File: config.mk
export PLATFORM = sky130hd
export DESIGN_NAME = dlatch_bank
export DESIGN_NICKNAME = d
export VERILOG_FILES = /design/src/rtl/dlatch_pkg.sv /design/src/rtl/dlatch_chan.sv /design/src/rtl/dlatch_bank.sv
export SDC_FILE = /design/constraint.sdc
export NUM_CORES = 1
export LEC_CHECK = 0
export ABC_AREA = 1
export CORE_ASPECT_RATIO = 1.25
export CORE_MARGIN = 4
export CORE_UTILIZATION = 41
export DETAILED_ROUTE_END_ITERATION = 12
export GPL_TIMING_DRIVEN = 0
export PLACE_DENSITY = 0.75
export SKIP_CTS_REPAIR_TIMING = 1
export SLEW_MARGIN = 30
export SYNTH_ARGS = -nofsm -noshare
export SYNTH_HDL_FRONTEND = slang
export SYNTH_HIERARCHICAL = 1
export SYNTH_SLANG_ARGS = --single-unit
File: constraint.sdc
create_clock -name clk -period 0.9 [get_ports clk]
set_input_delay 0.135 -clock clk [delete_from_list [all_inputs] [get_ports clk]]
set_output_delay 0.135 -clock clk [all_outputs]
set_load 0.02 [all_outputs]
File: src/rtl/dlatch_pkg.sv
// dlatch_pkg: shared snapshot FSM state type and default sizing constants for dlatch_bank.
package dlatch_pkg;

    typedef enum logic {
        IDLE = 1'b0,
        ACK  = 1'b1
    } snap_state_t;

    localparam int DLATCH_WIDTH_DEF = 8;
    localparam int DLATCH_CH_DEF    = 4;
    localparam int DLATCH_HOLD_DEF  = 2;

endpackage

File: src/rtl/dlatch_chan.sv
// dlatch_chan: one enable-qualified registered latch channel (qualify counter, Q and Qvalid).
module dlatch_chan
    import dlatch_pkg::*;
#(
    parameter int WIDTH       = DLATCH_WIDTH_DEF,
    parameter int HOLD_CYCLES = DLATCH_HOLD_DEF
) (
    input  logic             clk,
    input  logic             rst_n,
    input  logic             i_en,
    input  logic [WIDTH-1:0] i_d,
    output logic [WIDTH-1:0] o_q,
    output logic             o_valid
);

    localparam int CW = $clog2(HOLD_CYCLES + 1);
    localparam logic [CW-1:0] HOLD_MAX = CW'(HOLD_CYCLES);

    logic [CW-1:0]    r_cnt;
    logic [WIDTH-1:0] r_q;
    logic             r_valid;
    logic             w_open;

    // The edge that completes the qualification window already loads.
    assign w_open = i_en && (int'(r_cnt) + 1 >= HOLD_CYCLES);

    always_ff @(posedge clk or negedge rst_n) begin
        if (!rst_n) begin
            r_cnt   <= '0;
            r_q     <= '0;
            r_valid <= 1'b0;
        end else begin
            r_cnt <= i_en ? ((r_cnt == HOLD_MAX) ? r_cnt : r_cnt + 1'b1) : '0;
            if (w_open) begin
                r_q     <= i_d;
                r_valid <= 1'b1;
            end
        end
    end

    assign o_q     = r_q;
    assign o_valid = r_valid;

endmodule

File: src/rtl/dlatch_bank.sv
// dlatch_bank: CHANNELS glitch-qualified registered latches plus a 4-phase req/ack snapshot of Q.
// Optional DLATCH_QBAR_EN adds the Qbar = ~Q output.
module dlatch_bank
    import dlatch_pkg::*;
#(
    parameter int WIDTH       = DLATCH_WIDTH_DEF,
    parameter int CHANNELS    = DLATCH_CH_DEF,
    parameter int HOLD_CYCLES = DLATCH_HOLD_DEF
) (
    input  logic                      clk,
    input  logic                      rst_n,
    input  logic [CHANNELS*WIDTH-1:0] D,
    input  logic [CHANNELS-1:0]       En,
    output logic [CHANNELS*WIDTH-1:0] Q,
    output logic [CHANNELS-1:0]       Qvalid,
    input  logic                      cap_req,
    output logic                      cap_ack,
    output logic [CHANNELS*WIDTH-1:0] snap
`ifdef DLATCH_QBAR_EN
    ,
    output logic [CHANNELS*WIDTH-1:0] Qbar
`endif
);

    snap_state_t               r_state;
    snap_state_t               w_state_next;
    logic                      w_capture;
    logic [CHANNELS*WIDTH-1:0] r_snap;

    for (genvar i = 0; i < CHANNELS; i++) begin : g_chan
        dlatch_chan #(
            .WIDTH      (WIDTH),
            .HOLD_CYCLES(HOLD_CYCLES)
        ) u_chan (
            .clk    (clk),
            .rst_n  (rst_n),
            .i_en   (En[i]),
            .i_d    (D[i*WIDTH +: WIDTH]),
            .o_q    (Q[i*WIDTH +: WIDTH]),
            .o_valid(Qvalid[i])
        );
    end

    // Capture only on the IDLE->ACK transition; ACK persists until req drops.
    always_comb begin
        w_state_next = cap_req ? ACK : IDLE;
        w_capture    = (r_state == IDLE) && cap_req;
    end

    always_ff @(posedge clk or negedge rst_n) begin
        if (!rst_n) begin
            r_state <= IDLE;
            r_snap  <= '0;
        end else begin
            r_state <= w_state_next;
            if (w_capture) r_snap <= Q;
        end
    end

    assign cap_ack = (r_state == ACK);
    assign snap    = r_snap;

`ifdef DLATCH_QBAR_EN
    assign Qbar = ~Q;
`endif

endmodule

==> metrics, run 1 <==
core area=7790 um^2; post-synthesis cell count=345; Worst Path Arrival=1340 ps; period utilization=1.22; Reg2Reg Launch Point=g_chan[1].u_chan/r_cnt[1]$_DFFE_PN0P_; synthesized area=3270 um^2; overall routed net length=9.30 mm; Worst Setup Slack, final=-198 ps; Setup-failing EPs final=143; power per cell area=3400 nW/um^2; Cell Area, Placed=4520 um^2; Port Buffers=107; DIE AREA=9470 um^2; htree depth=3; RSZ-0062 raised after global routing=yes; layout net count=578; IO Pins=108; diode count=0; die width=87.8 um; Ys Warns=6; crit-path cells=inv_2 -> ha_4 -> inv_8 -> nand2_8 -> nand2_2 -> nand2_2; worst skew pair latency=350 ps; # rows=36; Clock power frac=0.129; fin util=0.724; Setup TNS=-16970 ps; initial antenna violation count=0; Net Sw Frac=0.398; Slew @ Worst Pin=505 ps; critical path launch point=g_chan[1].u_chan/r_cnt[1]$_DFFE_PN0P_; Crit path max-delay family=flip-flops; detailed placement HPWL=5.65 mm; vias in the first global route=2725; f_max=0.911 GHz; status=finished, violations left; slowest stage delay, CP=420 ps; total CTS buffers=9; worst setup path category=register to register; clk slew on worst S/H paths=80 ps; cell mode on critical path=nand2_2; largest net degree at the start of global routing=49; first-pass GRT wire length=12.9 mm; failing checks=negative hold slack, negative setup slack; most frequent cells in the layout=94 x nand2_1, 80 x buf_6, 76 x dfrtp_1, 71 x nand3_1, 59 x buf_4; Die H=108 um; Antenna Nets Post-Route=0; grt total ovfl=0; CTS tree=done; Max-slew headroom=0.663; reg-to-reg slack, setup=-200 ps; Initial Util=0.419; max cap viols=0; crit start category=register; final instance area=5640 um^2; CP Depth=6; Int Pwr=11.6 mW; CTS sink cnt=77; Peak VDD IR=2.05 mV; Crit Path Max Fanout=6; Reg2Reg Depth=6; Residual DRC=0; Yosys reg bits=77; via count=3051; GRT Total Usage=0.176; sequential share of power=0.319; GPL Wtd Cong=0.770; fin crit period=1100 ps; post-synthesis sequential area ratio=0.590; crit path max-delay cell type=dfrtp_1; mean post-synth cell area=9.47 um^2; Max clock buf depth=2; vias per std cell=4.84; combinational power share=0.552; P_sw=7.62 mW; wire length per cell=14.8 um; Worst EP required=1140 ps; critical path endpoint category=register; Iter 0 DRT Violations=102; Net Count, Synth=392; Cell variety after synth=13; Root Driver=clkbuf_8; Hold Crit Class=input port to asynchronous set/reset pin; r2r endpoint=g_chan[1].u_chan/o_q[7]$_DFFE_PN0P_; worst-case hold slack=-291 ps; crit path buf inv count=2; TritonRoute pass-1 iters=4; commonest non-fill, non-tap cell in the layout=nand2_1; final-report hold violation count=29; Final Slew Violations=0; clock skew=8.05 ps; layout cells sized above 1=0.465; Syn-to-layout area delta=72.7%; leakage power total=2.89 nW
## power by group through the flow
stage | Sequential, mW | Clock [mW] | Combinational, mW
CTS | 5.89 | 2.52 | 7.01
detailed placement | 5.94 | 0 | 6.98
global route | 6.24 | 2.74 | 11.4
finish | 6.12 | 2.47 | 10.6
floorplan | 7.26 | 0 | 2.19
global placement | 5.88 | 0 | 6.80
## metal layers
| metal | track usage | wire length, um | vias up |
|---|---|---|---|
| li1 | - | - | 1491 |
| met1 | 0.209 | 3600 | 1460 |
| met2 | 0.296 | 5090 | 96 |
| met3 | 0.0628 | 573 | 4 |
| met4 | 0.0515 | 40 | 0 |
| met5 | 0 | 0 | - |
## worst register-to-register path: cells and delay by family (launching register included)
family / cells / cell delay (ps)
adders and majority gates: 1 / 180
and+or+nand+nor: 3 / 240
buffers and inverters: 2 / 160
DFF: 1 / 420
## state kept, by name (all words and copies together), names as in the netlist
signal and count:
snap 32, g_chan.u_chan/o_q 32, g_chan.u_chan/o_valid 4, g_chan.u_chan/r_cnt 8, cap_ack 1
## Yosys cell counts
cell type | n | area, um^2
inv_2 | 4 | 15.0
inv_1 | 16 | 60.1
buf_4 | 3 | 22.5
nand2_8 | 1 | 20.0
buf_12 | 1 | 20.0
buf_6 | 7 | 78.8
nand3_1 | 80 | 400
inv_4 | 1 | 6.26
dfrtp_1 | 77 | 1930
ha_1 | 8 | 100
clkbuf_8 | 3 | 41.3
nand2_1 | 130 | 488
nand2_2 | 14 | 87.6
## final cells by class
cell class / count / area, um^2
plain buffers: 14 / 163
clock buffers: 13 / 139
clock inverters: 2 / 35.0
fillers: 568 / 2150
inverters: 21 / 116
multi-input cells: 237 / 1470
flip-flops and latches: 77 / 1930
well taps: 95 / 119
repair buffers: 167 / 1650
repair inverters: 4 / 25.0
## how the worst max path moves through the flow
stage                                                endpoint  slack [ps]
final                     g_chan[1].u_chan/o_q[7]$_DFFE_PN0P_        -200
after global routing                                    Q[25]        -240
after CTS                                               Q[31]        -660
after detailed placement                  snap[2]$_DFFE_PN0P_        -350
after global placement                      cap_ack$_DFF_PN0_       -3210
after floorplan                           snap[0]$_DFFE_PN0P_         -60
## cell families (layout without fill, tap and decap cells)
kind of cell               Yosys count  after routing  share of synthesized area
and+or+nand+nor                    225            229                      0.305
DFF                                 77             77                      0.590
adders and majority gates            8              8                     0.0306
buffers and inverters               35            221                     0.0747
## per-stage QoR
step	cells	hold slack, ps	setup WS, ps	total power, mW
3_3_place_gp	547	450	-3210	12.7
5_1_grt	630	-287	-236	20.3
4_1_cts	563	-286	-655	15.4
6_report	630	-291	-198	19.2
3_5_place_dp	548	99.6	-353	12.9
2_1_floorplan	345	-161	-62.2	9.44
Note: power is estimated with default switching activity, not from simulation.
==> run 2, diff against run 1 <==
--- a/constraint.sdc
+++ b/constraint.sdc
@@ -3,2 +3,2 @@
 set_output_delay 0.135 -clock clk [all_outputs]
-set_load 0.02 [all_outputs]
+set_load 0.005 [all_outputs]
==> metrics, run 2 (synthesized netlist as in run 1, its figures left out) <==
Worst Path Arrival=1280 ps (was 1340 ps); f_max=0.950 GHz (was 0.911 GHz); Final Non-Filler Cells=626 (was 630); Port Buffers=107 (unchanged); Slew @ Worst Pin=487 ps (was 505 ps); Die H=108 um (unchanged); htree depth=3 (unchanged); critical path endpoint category=register (unchanged); clock skew=7.02 ps (was 8.05 ps); Peak VDD IR=1.75 mV (was 2.05 mV); power per cell area=3050 nW/um^2 (was 3400 nW/um^2); Initial Util=0.419 (unchanged); leakage power total=2.79 nW (was 2.89 nW); diode count=0 (unchanged); failing checks=negative hold slack, negative setup slack (unchanged); clk slew on worst S/H paths=80 ps (about the same); grt total ovfl=0 (unchanged); layout cells sized above 1=0.508 (was 0.465); total CTS buffers=9 (unchanged); Max-slew headroom=0.674 (was 0.663); wire length per cell=14.6 um (was 14.8 um); most frequent cells in the layout=77 x dfrtp_1, 76 x nand3_1, 69 x clkbuf_2, 65 x nand2_2, 64 x nand2_1 (was 94 x nand2_1, 80 x buf_6, 76 x dfrtp_1, 71 x nand3_1, 59 x buf_4); GPL Wtd Cong=0.756 (was 0.770); core area=7790 um^2 (unchanged); via count=3002 (was 3051); layout net count=573 (was 578); Setup-failing EPs final=143 (unchanged); Max clock buf depth=2 (unchanged); placed cell count=548 (unchanged); largest net degree at the start of global routing=44 (was 49); Final Slew Violations=0 (unchanged); Hold Crit Class=input port to asynchronous set/reset pin (unchanged); crit-path cells=inv_2 -> ha_4 -> clkinv_2 -> nand3_1 -> nand2_1 (was inv_2 -> ha_4 -> inv_8 -> nand2_8 -> nand2_2 -> nand2_2); fin crit period=1050 ps (was 1100 ps); die width=87.8 um (unchanged); Worst Setup Slack, final=-152 ps (was -198 ps); crit start category=register (unchanged); worst setup path category=register to register (unchanged); Iter 0 DRT Violations=53 (was 102); fin util=0.680 (was 0.724); CTS sink cnt=77 (unchanged); Worst EP required=1130 ps (was 1140 ps); # rows=36 (unchanged); TritonRoute pass-1 iters=4 (unchanged); vias per std cell=4.80 (was 4.84); final-report hold violation count=34 (was 29); GRT Total Usage=0.170 (was 0.176); vias in the first global route=2667 (was 2725); RSZ-0062 raised after global routing=yes (unchanged); Crit Path Max Fanout=4 (was 6); IO Pins=108 (unchanged); detailed placement HPWL=5.65 mm (about the same); overall routed net length=9.11 mm (was 9.30 mm); Residual DRC=0 (unchanged); initial antenna violation count=0 (unchanged); Root Driver=clkbuf_8 (unchanged); Syn-to-layout area delta=62.2% (was 72.7%); period utilization=1.17 (was 1.22); status=finished, violations left (unchanged); fillers=619 (was 568); worst skew pair latency=340 ps (was 350 ps); DIE AREA=9470 um^2 (unchanged); commonest non-fill, non-tap cell in the layout=dfrtp_1 (was nand2_1); slowest stage delay, CP=400 ps (was 420 ps); max cap viols=0 (unchanged); crit path max-delay cell type=dfrtp_1 (unchanged); total power=16.2 mW (was 19.2 mW); first-pass GRT wire length=12.7 mm (was 12.9 mm); CTS tree=done (unchanged); Antenna Nets Post-Route=0 (unchanged); worst-case hold slack=-261 ps (was -291 ps)
run 2: changes by cell type in the layout (fill, tap and decap cells not counted), sizes merged:
cell	previous run	this run
clkbuf	16	85
inv	23	22
buf	141	64
dlymetal6s2s	3	0
clkdlybuf4s50	34	37
bufinv	1	2
clkinv	2	6
run 2: area by class of cell:
class / instances / area [um^2] / share of cell area
clock inverters: 6 / 86.3 / 0.0163
plain buffers: 14 / 170 / 0.0321
well taps: 95 / 119 / 0.0224
repair buffers: 162 / 1210 / 0.228
inverters: 21 / 116 / 0.0220
flip-flops and latches: 77 / 1930 / 0.364
multi-input cells: 237 / 1530 / 0.288
clock buffers: 10 / 128 / 0.0241
repair inverters: 4 / 20.0 / 0.00378
run 2: report_power, final:
group          switching (mW)  leakage [nW]  internal (mW)
logic                    3.58          1.73           3.86
registers                1.10         0.954           4.82
clock network            1.24         0.107           1.56
total                    5.92          2.79           10.2
run 2: metrics by stage:
stage	cell area [um^2]	setup WS [ps]	TNS, ps
2_1_floorplan	3310	-39.6	-1400
3_3_place_gp	4500	-2940	-250650
3_5_place_dp	4510	-359	-25240
4_1_cts	4730	-528	-41270
5_1_grt	5300	-192	-21010
6_report	5300	-152	-14280
run 2: worst max-delay path, delay by kind of cell, from the launching register on:
family,cells,cell delay (ps)
flip-flops,1,400
buffers and inverters,2,210
adder cells (fa/ha/maj),1,190
AND/OR/NAND/NOR,2,140
run 2: worst paths after layout:
check                                                            from                               endpoint  slack, ps  cells past startpoint
worst max-delay path            g_chan[3].u_chan/r_cnt[0]$_DFFE_PN0P_    g_chan[3].u_chan/o_q[7]$_DFFE_PN0P_       -150                      5
worst min-delay path                                            rst_n  g_chan[3].u_chan/r_cnt[0]$_DFFE_PN0P_       -260                      1
worst max register to register  g_chan[3].u_chan/r_cnt[0]$_DFFE_PN0P_    g_chan[3].u_chan/o_q[7]$_DFFE_PN0P_       -150                      5
worst min register to register   g_chan[1].u_chan/o_valid$_DFFE_PN0P_   g_chan[1].u_chan/o_valid$_DFFE_PN0P_        460                      2
max in group asynchronous                                       rst_n    g_chan[0].u_chan/o_q[6]$_DFFE_PN0P_        570                      2
min in group clk                                              cap_req                      cap_ack$_DFF_PN0_        310                      1
run 2: routing by layer:
layer  wire (um)  part of all wire  vias up  GRT usage
met5           0                 0        -          0
met4          51            0.0056        0     0.0625
met3         463             0.051        9     0.0413
met2        5110              0.56       80      0.283
met1        3480              0.38     1437      0.211
li1            -                 -     1476          -
